===== src/rtl/apb_req_bridge.sv =====
// Command FIFO in front of a single-outstanding APB master.
// Four slaves decoded from paddr[31:30]; the response is held until accepted.
module apb_req_bridge #(
  parameter int DEPTH   = 4,
  parameter int TIMEOUT = 16
) (
  input  logic        pclk,
  input  logic        preset,
  input  logic        req_valid,
  output logic        req_ready,
  input  logic [31:0] req_addr,
  input  logic        req_write,
  input  logic [31:0] req_wdata,
  input  logic [3:0]  req_strb,
  input  logic [2:0]  req_prot,
  output logic        rsp_valid,
  input  logic        rsp_ready,
  output logic [31:0] rsp_rdata,
  output logic        rsp_err,
  output logic [3:0]  psel,
  output logic        penable,
  output logic [31:0] paddr,
  output logic        pwrite,
  output logic [2:0]  pprot,
  output logic [31:0] pwdata,
  output logic [3:0]  pstrb,
  input  logic [31:0] prdata,
  input  logic        pready,
  input  logic        pslverr
);

  localparam int AW = $clog2(DEPTH);
  localparam int CW = AW + 1;
  localparam int TW = $clog2(TIMEOUT + 1);
  localparam logic [CW-1:0] DEPTH_C = CW'(DEPTH);
  localparam logic [TW-1:0] TMO_LAST = TW'(TIMEOUT - 1);

  typedef struct packed {
    logic [31:0] addr;
    logic        write;
    logic [31:0] wdata;
    logic [3:0]  strb;
    logic [2:0]  prot;
  } cmd_t;

  typedef enum logic [1:0] {
    IDLE, SETUP, ACCESS, RESP
  } state_t;

  state_t        state_q, state_d;
  cmd_t          mem_q [DEPTH];
  cmd_t          head;
  logic [AW-1:0] wr_ptr_q, rd_ptr_q;
  logic [CW-1:0] count_q, count_d;
  logic [TW-1:0] tmo_q, tmo_d;
  logic          push, pop;

  logic [31:0] paddr_q, paddr_d;
  logic        pwrite_q, pwrite_d;
  logic [2:0]  pprot_q, pprot_d;
  logic [31:0] pwdata_q, pwdata_d;
  logic [3:0]  pstrb_q, pstrb_d;
  logic [31:0] rdata_q, rdata_d;
  logic        err_q, err_d;

  assign req_ready = (count_q < DEPTH_C);
  assign push      = req_valid && req_ready;
  assign head      = mem_q[rd_ptr_q];

  // Storage is not reset; only pointers and count define validity.
  always_ff @(posedge pclk) begin
    if (push) begin
      mem_q[wr_ptr_q] <= '{addr: req_addr, write: req_write,
                           wdata: req_wdata, strb: req_strb,
                           prot: req_prot};
    end
  end

  always_comb begin
    count_d = count_q;
    unique case ({push, pop})
      2'b10:   count_d = count_q + 1'b1;
      2'b01:   count_d = count_q - 1'b1;
      default: count_d = count_q;
    endcase
  end

  always_comb begin
    state_d  = state_q;
    pop      = 1'b0;
    tmo_d    = tmo_q;
    paddr_d  = paddr_q;
    pwrite_d = pwrite_q;
    pprot_d  = pprot_q;
    pwdata_d = pwdata_q;
    pstrb_d  = pstrb_q;
    rdata_d  = rdata_q;
    err_d    = err_q;
    unique case (state_q)
      IDLE: begin
        if (count_q != '0) begin
          pop      = 1'b1;
          state_d  = SETUP;
          paddr_d  = head.addr;
          pwrite_d = head.write;
          pprot_d  = head.prot;
          pwdata_d = head.wdata;
          pstrb_d  = head.write ? head.strb : 4'b0000;
        end
      end
      SETUP: begin
        tmo_d   = '0;
        state_d = ACCESS;
      end
      ACCESS: begin
        if (pready) begin
          rdata_d = pwrite_q ? 32'h0 : prdata;
          err_d   = pslverr;
          state_d = RESP;
        end else if (tmo_q == TMO_LAST) begin
          rdata_d = 32'h0;
          err_d   = 1'b1;
          state_d = RESP;
        end else begin
          tmo_d = tmo_q + 1'b1;
        end
      end
      RESP: begin
        if (rsp_ready) state_d = IDLE;
      end
      default: state_d = IDLE;
    endcase
  end

  always_ff @(posedge pclk or negedge preset) begin
    if (!preset) begin
      state_q  <= IDLE;
      wr_ptr_q <= '0;
      rd_ptr_q <= '0;
      count_q  <= '0;
      tmo_q    <= '0;
      paddr_q  <= '0;
      pwrite_q <= 1'b0;
      pprot_q  <= '0;
      pwdata_q <= '0;
      pstrb_q  <= '0;
      rdata_q  <= '0;
      err_q    <= 1'b0;
    end else begin
      state_q  <= state_d;
      count_q  <= count_d;
      tmo_q    <= tmo_d;
      paddr_q  <= paddr_d;
      pwrite_q <= pwrite_d;
      pprot_q  <= pprot_d;
      pwdata_q <= pwdata_d;
      pstrb_q  <= pstrb_d;
      rdata_q  <= rdata_d;
      err_q    <= err_d;
      if (push) wr_ptr_q <= wr_ptr_q + 1'b1;
      if (pop)  rd_ptr_q <= rd_ptr_q + 1'b1;
    end
  end

  always_comb begin
    psel = 4'b0000;
    if (state_q == SETUP || state_q == ACCESS) begin
      psel = 4'b0001 << paddr_q[31:30];
    end
  end

  assign penable   = (state_q == ACCESS);
  assign rsp_valid = (state_q == RESP);
  assign rsp_rdata = rdata_q;
  assign rsp_err   = err_q;
  assign paddr     = paddr_q;
  assign pwrite    = pwrite_q;
  assign pprot     = pprot_q;
  assign pwdata    = pwdata_q;
  assign pstrb     = pstrb_q;

endmodule


===== config.mk =====
export PLATFORM = sky130hd
export DESIGN_NAME = apb_req_bridge
export DESIGN_NICKNAME = d
export VERILOG_FILES = /design/src/rtl/apb_req_bridge.sv
export SDC_FILE = /design/constraint.sdc
export NUM_CORES = 1
export LEC_CHECK = 0
export ABC_AREA = 1
export CELL_PAD_IN_SITES_DETAIL_PLACEMENT = 1
export CELL_PAD_IN_SITES_GLOBAL_PLACEMENT = 2
export CORE_MARGIN = 1.5
export CORE_UTILIZATION = 36
export CTS_CLUSTER_DIAMETER = 50
export CTS_CLUSTER_SIZE = 24
export DETAILED_ROUTE_END_ITERATION = 12
export PLACE_DENSITY = 0.78
export SLEW_MARGIN = 10
export SYNTH_ARGS = -nofsm -noshare
export SYNTH_HDL_FRONTEND = slang
export SYNTH_SLANG_ARGS = --single-unit

===== constraint.sdc =====
create_clock -name pclk -period 5.9 [get_ports pclk]
set_clock_uncertainty 0.15 [all_clocks]
set_input_delay 0.59 -clock pclk [delete_from_list [all_inputs] [get_ports pclk]]
set_output_delay 0.59 -clock pclk [all_outputs]
set_load 0.02 [all_outputs]

==> reports/results.txt, run 1 <==
status - completed
clk root buf - clkbuf_16
Core Rows - 76
CTS tree - built
via count - 10.8k
Die Ht - 213 um
Simple-Gate Fraction of Synth Area - 17.7%
Post-Syn Nets - 1534
sequential fraction of the synthesis area - 73.1%
Setup crit start kind - register
Distinct cells, synth - 26
reg2reg start - state_q[0]
final hold violation count - 0
GR Util All Layers - 18.9%
Place WS - 2290 ps
Clock Tree Buf Depth - 3
gp weighted congestion - 0.748
H-tree depth - 2
Compound-Gate Fraction of Synth Area - 4.53%
commonest non-fill, non-tap cell in the layout - nand2_1
Max Cap Viol - 0
top fanout value on the critical path - 75
Worst Hold Path Cells - 2
Synth Area in Adders - 0.991%
slew of the pin with the lowest slew margin - 1110 ps
nets - 1740
Detail Route Antenna Nets - 0
main combinational cell family by area after synthesis - simple AND/OR/NAND/NOR gates
Final Worst Setup Slack - 2340 ps
leak pwr - 7.98 nW
area grow syn2layout - 26.1%
share of layout cells above drive strength 1 - 5.69%
commonest non-fill, non-tap cells in the layout - nand2_1, edfxtp_1, nor2_1, clkdlybuf4s50_1, dfrtp_1
r2r endpoint - count_q[2]
Detailed Routing Iterations Pass 1 - 5
largest net degree at the start of global routing - 109
Yosys Warn Count - 0
WP data required - 6240 ps
initial antenna violation count - 3
synth top area cells - edfxtp_1, dfrtp_1, nand2_1
PwrDens - 528 nW/um^2
R2R depth - 12
Rel. slew slack - 26.2%
Min-Delay Startpoint - rsp_rdata[19]
Post-CTS Setup Inserts - 0
RSZ-0062 raised after global routing - false
CTS buffer count - 41
die width - 213 um
synthesized area - 15900 um^2
first-pass GRT wire length - 65.5 mm
drt drc - 0
endpoint type of the worst setup path - register
Avg Cell Area, Syn - 11.3 um^2
Synth Area in XOR/XNOR - 0.220%
arrival time at the worst endpoint - 3890 ps
Syn Inst Count - 1412
Max VDD drop - 250 uV
post-DP HPWL - 25.1 mm
Remaining Overflow, GRT - 0
Synth area leader - edfxtp_1
Setup CP Type - reg -> reg
CTS resizes - 0
fin cells - 2237
setup TNS - 0 ps
Clock transition at path regs - 60 ps
Min-Delay Path Class - reg -> reg
hold path endpoint - rsp_rdata[19]
Slew Viols, Final - 0
wirelength, routed - 42.1 mm
number of global-route vias before repair - 11.5k
routed len/inst - 18.8 um
top-area cell type share of the netlist area - 54.3%
Placed Cells - 2158
core area - 43400 um^2
minimum clock period - 3560 ps
Die Area - 45500 um^2
via/cell ratio - 4.83
multiplexer share of the synthesized area - 0.0629%
Initial DRC Count - 625
initial core utilization - 36.7%
Ports - 222
final setup violation count - 0
f_max - 281 MHz
port bufs - 221
Final Cycle Share - 60.3%
clk_lat worst skew - 580 ps
post-synthesis register bit count - 407
flop2flop setup slack - 2340 ps
clock sinks - 407
-- worst max path at each step --
stage	endpoint	startpoint
2_1_floorplan	mem_q[0][0]	req_valid
3_3_place_gp	count_q[2]	state_q[0]
3_5_place_dp	count_q[2]	state_q[0]
4_1_cts	count_q[2]	state_q[0]
5_1_grt	count_q[2]	state_q[0]
6_report	count_q[2]	state_q[0]
-- flip-flops by register name, summed over array words and instances, names as in the netlist --
| signal | count |
|---|---|
| tmo_q | 5 |
| rsp_rdata | 32 |
| pwrite | 1 |
| mem_q | 288 |
| rsp_err | 1 |
| pwdata | 32 |
| pprot | 3 |
| paddr | 32 |
| pstrb | 4 |
| wr_ptr_q | 2 |
| state_q | 2 |
| count_q | 3 |
| rd_ptr_q | 2 |
-- timing repair --
| item | CTS | global route |
|---|---|---|
| endpoints found under the setup margin | 0 | 0 |
| hold endpoints to repair | 70 | 0 |
| hold buffers | 1 | 0 |
-- power breakdown --
part | leakage (nW) | internal [W] | total, W | switching [W]
sequential | 4.11 | 0.00374 | 0.00419 | 0.000445
combinational | 3.20 | 0.00138 | 0.00377 | 0.00240
clock | 0.665 | 0.00142 | 0.00264 | 0.00122
total | 7.98 | 0.00653 | 0.0106 | 0.00406
-- cells by family (layout without fill, tap and decap cells) --
family | Yosys count | count (layout)
and+or+nand+nor | 729 | 729
DFF | 407 | 407
AOI/OAI and AO/OA | 143 | 143
buffers and inverters | 116 | 355
adders and majority gates | 12 | 12
xor gates and xnor gates | 4 | 4
muxes | 1 | 1
other | 0 | 1
-- critical path, cell delays in order, from the launching register on --
cell and delay [ps]:
dfrtp_1 390, inv_1 110, ha_1 220, nand2_4 510, clkinv_2 130, buf_4 790, ha_1 290, inv_1 70
fa_1 390, nor2_1 110, nor2_1 40, nand2_1 70, xor2_1 140
-- synthesized netlist by cell type --
master    instances
o21ai_0          80
a21oi_1           3
nand4_1           4
clkinv_1          1
buf_6             6
ha_1             11
xor2_1            3
or2_2             1
mux2i_1           1
xnor2_1           1
nor3_1            4
o21ai_1          58
nand3_1          53
edfxtp_1        288
inv_2             5
o22ai_1           1
nor2_1          280
buf_4             4
fa_1              1
inv_1            39
clkbuf_1         18
o22a_1            1
buf_2            39
nand2_1         387
buf_1             4
dfrtp_1         119
-- per-stage QoR --
| step | hold slack [ps] | util (%) | total power, W | area, um^2 |
|---|---|---|---|---|
| 6_report | 321 | 46.3 | 0.0106 | 20100 |
| 5_1_grt | 354 | 46.3 | 0.0113 | 20100 |
| 4_1_cts | 324 | 46.2 | 0.0108 | 20000 |
| 3_5_place_dp | 309 | 43.0 | 0.00810 | 18700 |
| 3_3_place_gp | 307 | 43.0 | 0.00797 | 18700 |
| 2_1_floorplan | 144 | - | 0.00652 | 15900 |
-- per-layer routing --
layer / track usage, % / wire length (um) / vias to the layer above
met2: 32.0 / 20800 / 192
met5: 0 / 28 / -
met3: 3.78 / 1730 / 57
met1: 24.9 / 18700 / 5439
met4: 4.93 / 791 / 4
li1: - / - / 5109
-- layout make-up --
type,count,area [um^2]
multi-input cells,889,3780
flip-flops and latches,407,11600
fillers,4650,23300
inverters,45,174
well taps,585,732
repair buffers,234,2360
diodes,1,2.50
clock inverters,27,297
clock buffers,49,1080
(Power assumes the default switching activity.)
==> inputs of run 2 (changes only) <==
--- a/config.mk
+++ b/config.mk
@@ -9,11 +9,11 @@
 export CELL_PAD_IN_SITES_DETAIL_PLACEMENT = 1
 export CELL_PAD_IN_SITES_GLOBAL_PLACEMENT = 2
 export CORE_MARGIN = 1.5
-export CORE_UTILIZATION = 36
+export CORE_UTILIZATION = 32
 export CTS_CLUSTER_DIAMETER = 50
 export CTS_CLUSTER_SIZE = 24
 export DETAILED_ROUTE_END_ITERATION = 12
-export PLACE_DENSITY = 0.78
+export PLACE_DENSITY = 0.73
 export SLEW_MARGIN = 10
 export SYNTH_ARGS = -nofsm -noshare
 export SYNTH_HDL_FRONTEND = slang
==> constraint.sdc (replaced) <==
create_clock -name pclk -period 3.1 [get_ports pclk]
set_clock_uncertainty 0.15 [all_clocks]
set_input_delay 0.31 -clock pclk [delete_from_list [all_inputs] [get_ports pclk]]
set_output_delay 0.31 -clock pclk [all_outputs]
set_load 0.02 [all_outputs]
==> reports/results.txt, run 2 (same netlist as run 1, synthesis figures left out) <==
commonest non-fill, non-tap cells in the layout - nand2_1, edfxtp_1, nor2_1, clkdlybuf4s50_1, dfrtp_1
CTS tree - built
Setup CP Type - reg -> out
Max VDD drop - 590 uV (+140%)
Post-CTS Setup Inserts - 0 (unchanged)
clk root buf - clkbuf_16
Rel. slew slack - 34.6% (+8.4 points)
initial core utilization - 32.4% (-4.3 points)
clk_lat worst skew - 570 ps (about the same)
Final Cycle Share - 90.7%
share of layout cells above drive strength 1 - 7.23% (+1.5 points)
reg2reg start - state_q[0]
Crit path largest cell delay - 640 ps (-150 ps)
core area - 49100 um^2 (+13%)
CTS resizes - 0 (unchanged)
PwrDens - 1030 nW/um^2 (+94%)
final instance area - 20700 um^2 (+3.0%)
Largest register FFs - 288 (unchanged)
Remaining Overflow, GRT - 0 (unchanged)
Largest Register - mem_q
CP Cell Sequence - inv_1 > ha_1 > inv_1 > nor3_1 > clkdlybuf4s50_1
Setup crit start kind - register
Core Rows - 81 (+6.6%)
H-tree depth - 2 (unchanged)
leak pwr - 8.22 nW (+3.1%)
post-DP HPWL - 26.0 mm (+3.8%)
status - completed
Place WS - 568 ps (-1720 ps)
Min-Delay Path Class - in -> async
final hold violation count - 0 (unchanged)
number of global-route vias before repair - 11.4k (-1.3%)
Die Area - 51100 um^2 (+12%)
commonest non-fill, non-tap cell in the layout - nand2_1
f_max - 355 MHz
top fanout value on the critical path - 5 (-93%)
Final Worst Setup Slack - 287 ps (-2060 ps)
Detailed Routing Iterations Pass 1 - 6 (+1)
Die Ht - 226 um (+6.0%)
GR Util All Layers - 17.1% (-1.8 points)
crit-path most repeated cell - inv_1
arrival time at the worst endpoint - 2350 ps (-1540 ps)
routed len/inst - 18.2 um (-3.1%)
flop2flop setup slack - 800 ps (-1540 ps)
slew of the pin with the lowest slew margin - 981 ps (-125 ps)
gp weighted congestion - 0.757 (+1.2%)
CP max-delay cell - clkdlybuf4s50_1
minimum clock period - 2810 ps
worst hold slack - 138 ps (-183 ps)
R2R depth - 9 (-3)
Initial DRC Count - 472 (-24%)
Finished Core Util - 42.1% (-4.1 points)
Ports - 222 (unchanged)
die width - 226 um (+6.0%)
Detail Route Antenna Nets - 0 (unchanged)
wirelength, routed - 42.6 mm (+1.2%)
setup TNS - 0 ps (unchanged)
initial antenna violation count - 2 (-1)
ANT cells - 0 (-1)
port bufs - 221 (unchanged)
CTS buffer count - 46 (+12%)
Clock Tree Buf Depth - 3 (unchanged)
nets - 1757 (+0.98%)
via count - 10.7k (-0.76%)
RSZ-0062 raised after global routing - false
Placement Cell Area - 19000 um^2 (+1.6%)
via/cell ratio - 4.59 (-5.0%)
Max Cap Viol - 0 (unchanged)
WP data required - 2640 ps (-3600 ps)
r2r endpoint - rsp_rdata[7]
Clock transition at path regs - 70 ps (about the same)
final setup violation count - 0 (unchanged)
drt drc - 0 (unchanged)
first-pass GRT wire length - 66.3 mm (+1.3%)
Slew Viols, Final - 0 (unchanged)
largest net degree at the start of global routing - 75 (-31%)
area grow syn2layout - 29.9%
endpoint type of the worst setup path - output pin
clock sinks - 407 (unchanged)
[run 2: cell types whose count changed in the layout (fill, tap and decap cells not counted), sizes merged]
cell      change
inv           +5
diode         -1
clkinv        -5
clkbuf        +5
buf          +12
bufinv        +4
clkinvlp      +1
[run 2: repair_timing]
item,4_1_cts,5_1_grt
setup endpoints to repair,0,0
endpoints found under the hold margin,58,0
hold buffers,1,0
[run 2: cell type report]
class                      count  area [um^2]
fill                        5326        28400
sequential                   407        11600
multi-input combinational    889         3780
timing repair buffer         246         2540
clock buffer                  54         1270
tap                          664          831
clock inverter                32          433
inverter                      45          174
[run 2: worst max-delay path by stage]
stage / from / slack [ps] / cells after the start / to
after floorplan: count_q[2] / -100 / 3 / mem_q[0][0]
after global placement: req_valid / 570 / 9 / count_q[2]
after detailed placement: req_valid / 570 / 4 / mem_q[0][44]
after CTS: state_q[1] / 240 / 5 / psel[3]
after global routing: state_q[1] / 210 / 5 / psel[2]
final: state_q[1] / 290 / 5 / psel[3]
[run 2: layer usage]
| layer | global-route usage, % | wire, um |
|---|---|---|
| met2 | 29.4 | 21100 |
| met4 | 4.24 | 772 |
| met3 | 3.49 | 1660 |
| met5 | 0 | 18 |
| met1 | 21.9 | 19100 |
[run 2: per-stage QoR]
step                total power (W)  instances
floorplan                    0.0124       1412
global placement             0.0154       2250
detailed placement           0.0155       2250
CTS                          0.0216       2337
global route                 0.0227       2337
finish                       0.0212       2337
[run 2: where the power goes]
| group | switching, W | internal, W | leakage, nW |
|---|---|---|---|
| Sequential | 0.000684 | 0.00713 | 4.11 |
| Combinational | 0.00472 | 0.00272 | 3.29 |
| Clock | 0.00246 | 0.00349 | 0.824 |
| Total | 0.00787 | 0.0133 | 8.22 |
[run 2: worst max-delay path: cells and delay by family (launching register included)]
kind / cells / cell delay [ps]
buf+inv: 3 / 840
flops: 1 / 400
fa+ha+maj: 1 / 360
simple gates: 1 / 180
==> inputs of run 3 (changes only) <==
--- a/config.mk
+++ b/config.mk
@@ -14,6 +14,7 @@
 export CTS_CLUSTER_SIZE = 24
 export DETAILED_ROUTE_END_ITERATION = 12
 export PLACE_DENSITY = 0.73
+export SETUP_SLACK_MARGIN = 0.05
 export SLEW_MARGIN = 10
 export SYNTH_ARGS = -nofsm -noshare
 export SYNTH_HDL_FRONTEND = slang
==> results of run 3 <==
No change in the layout: final DEF, timing and power equal those of run 2.
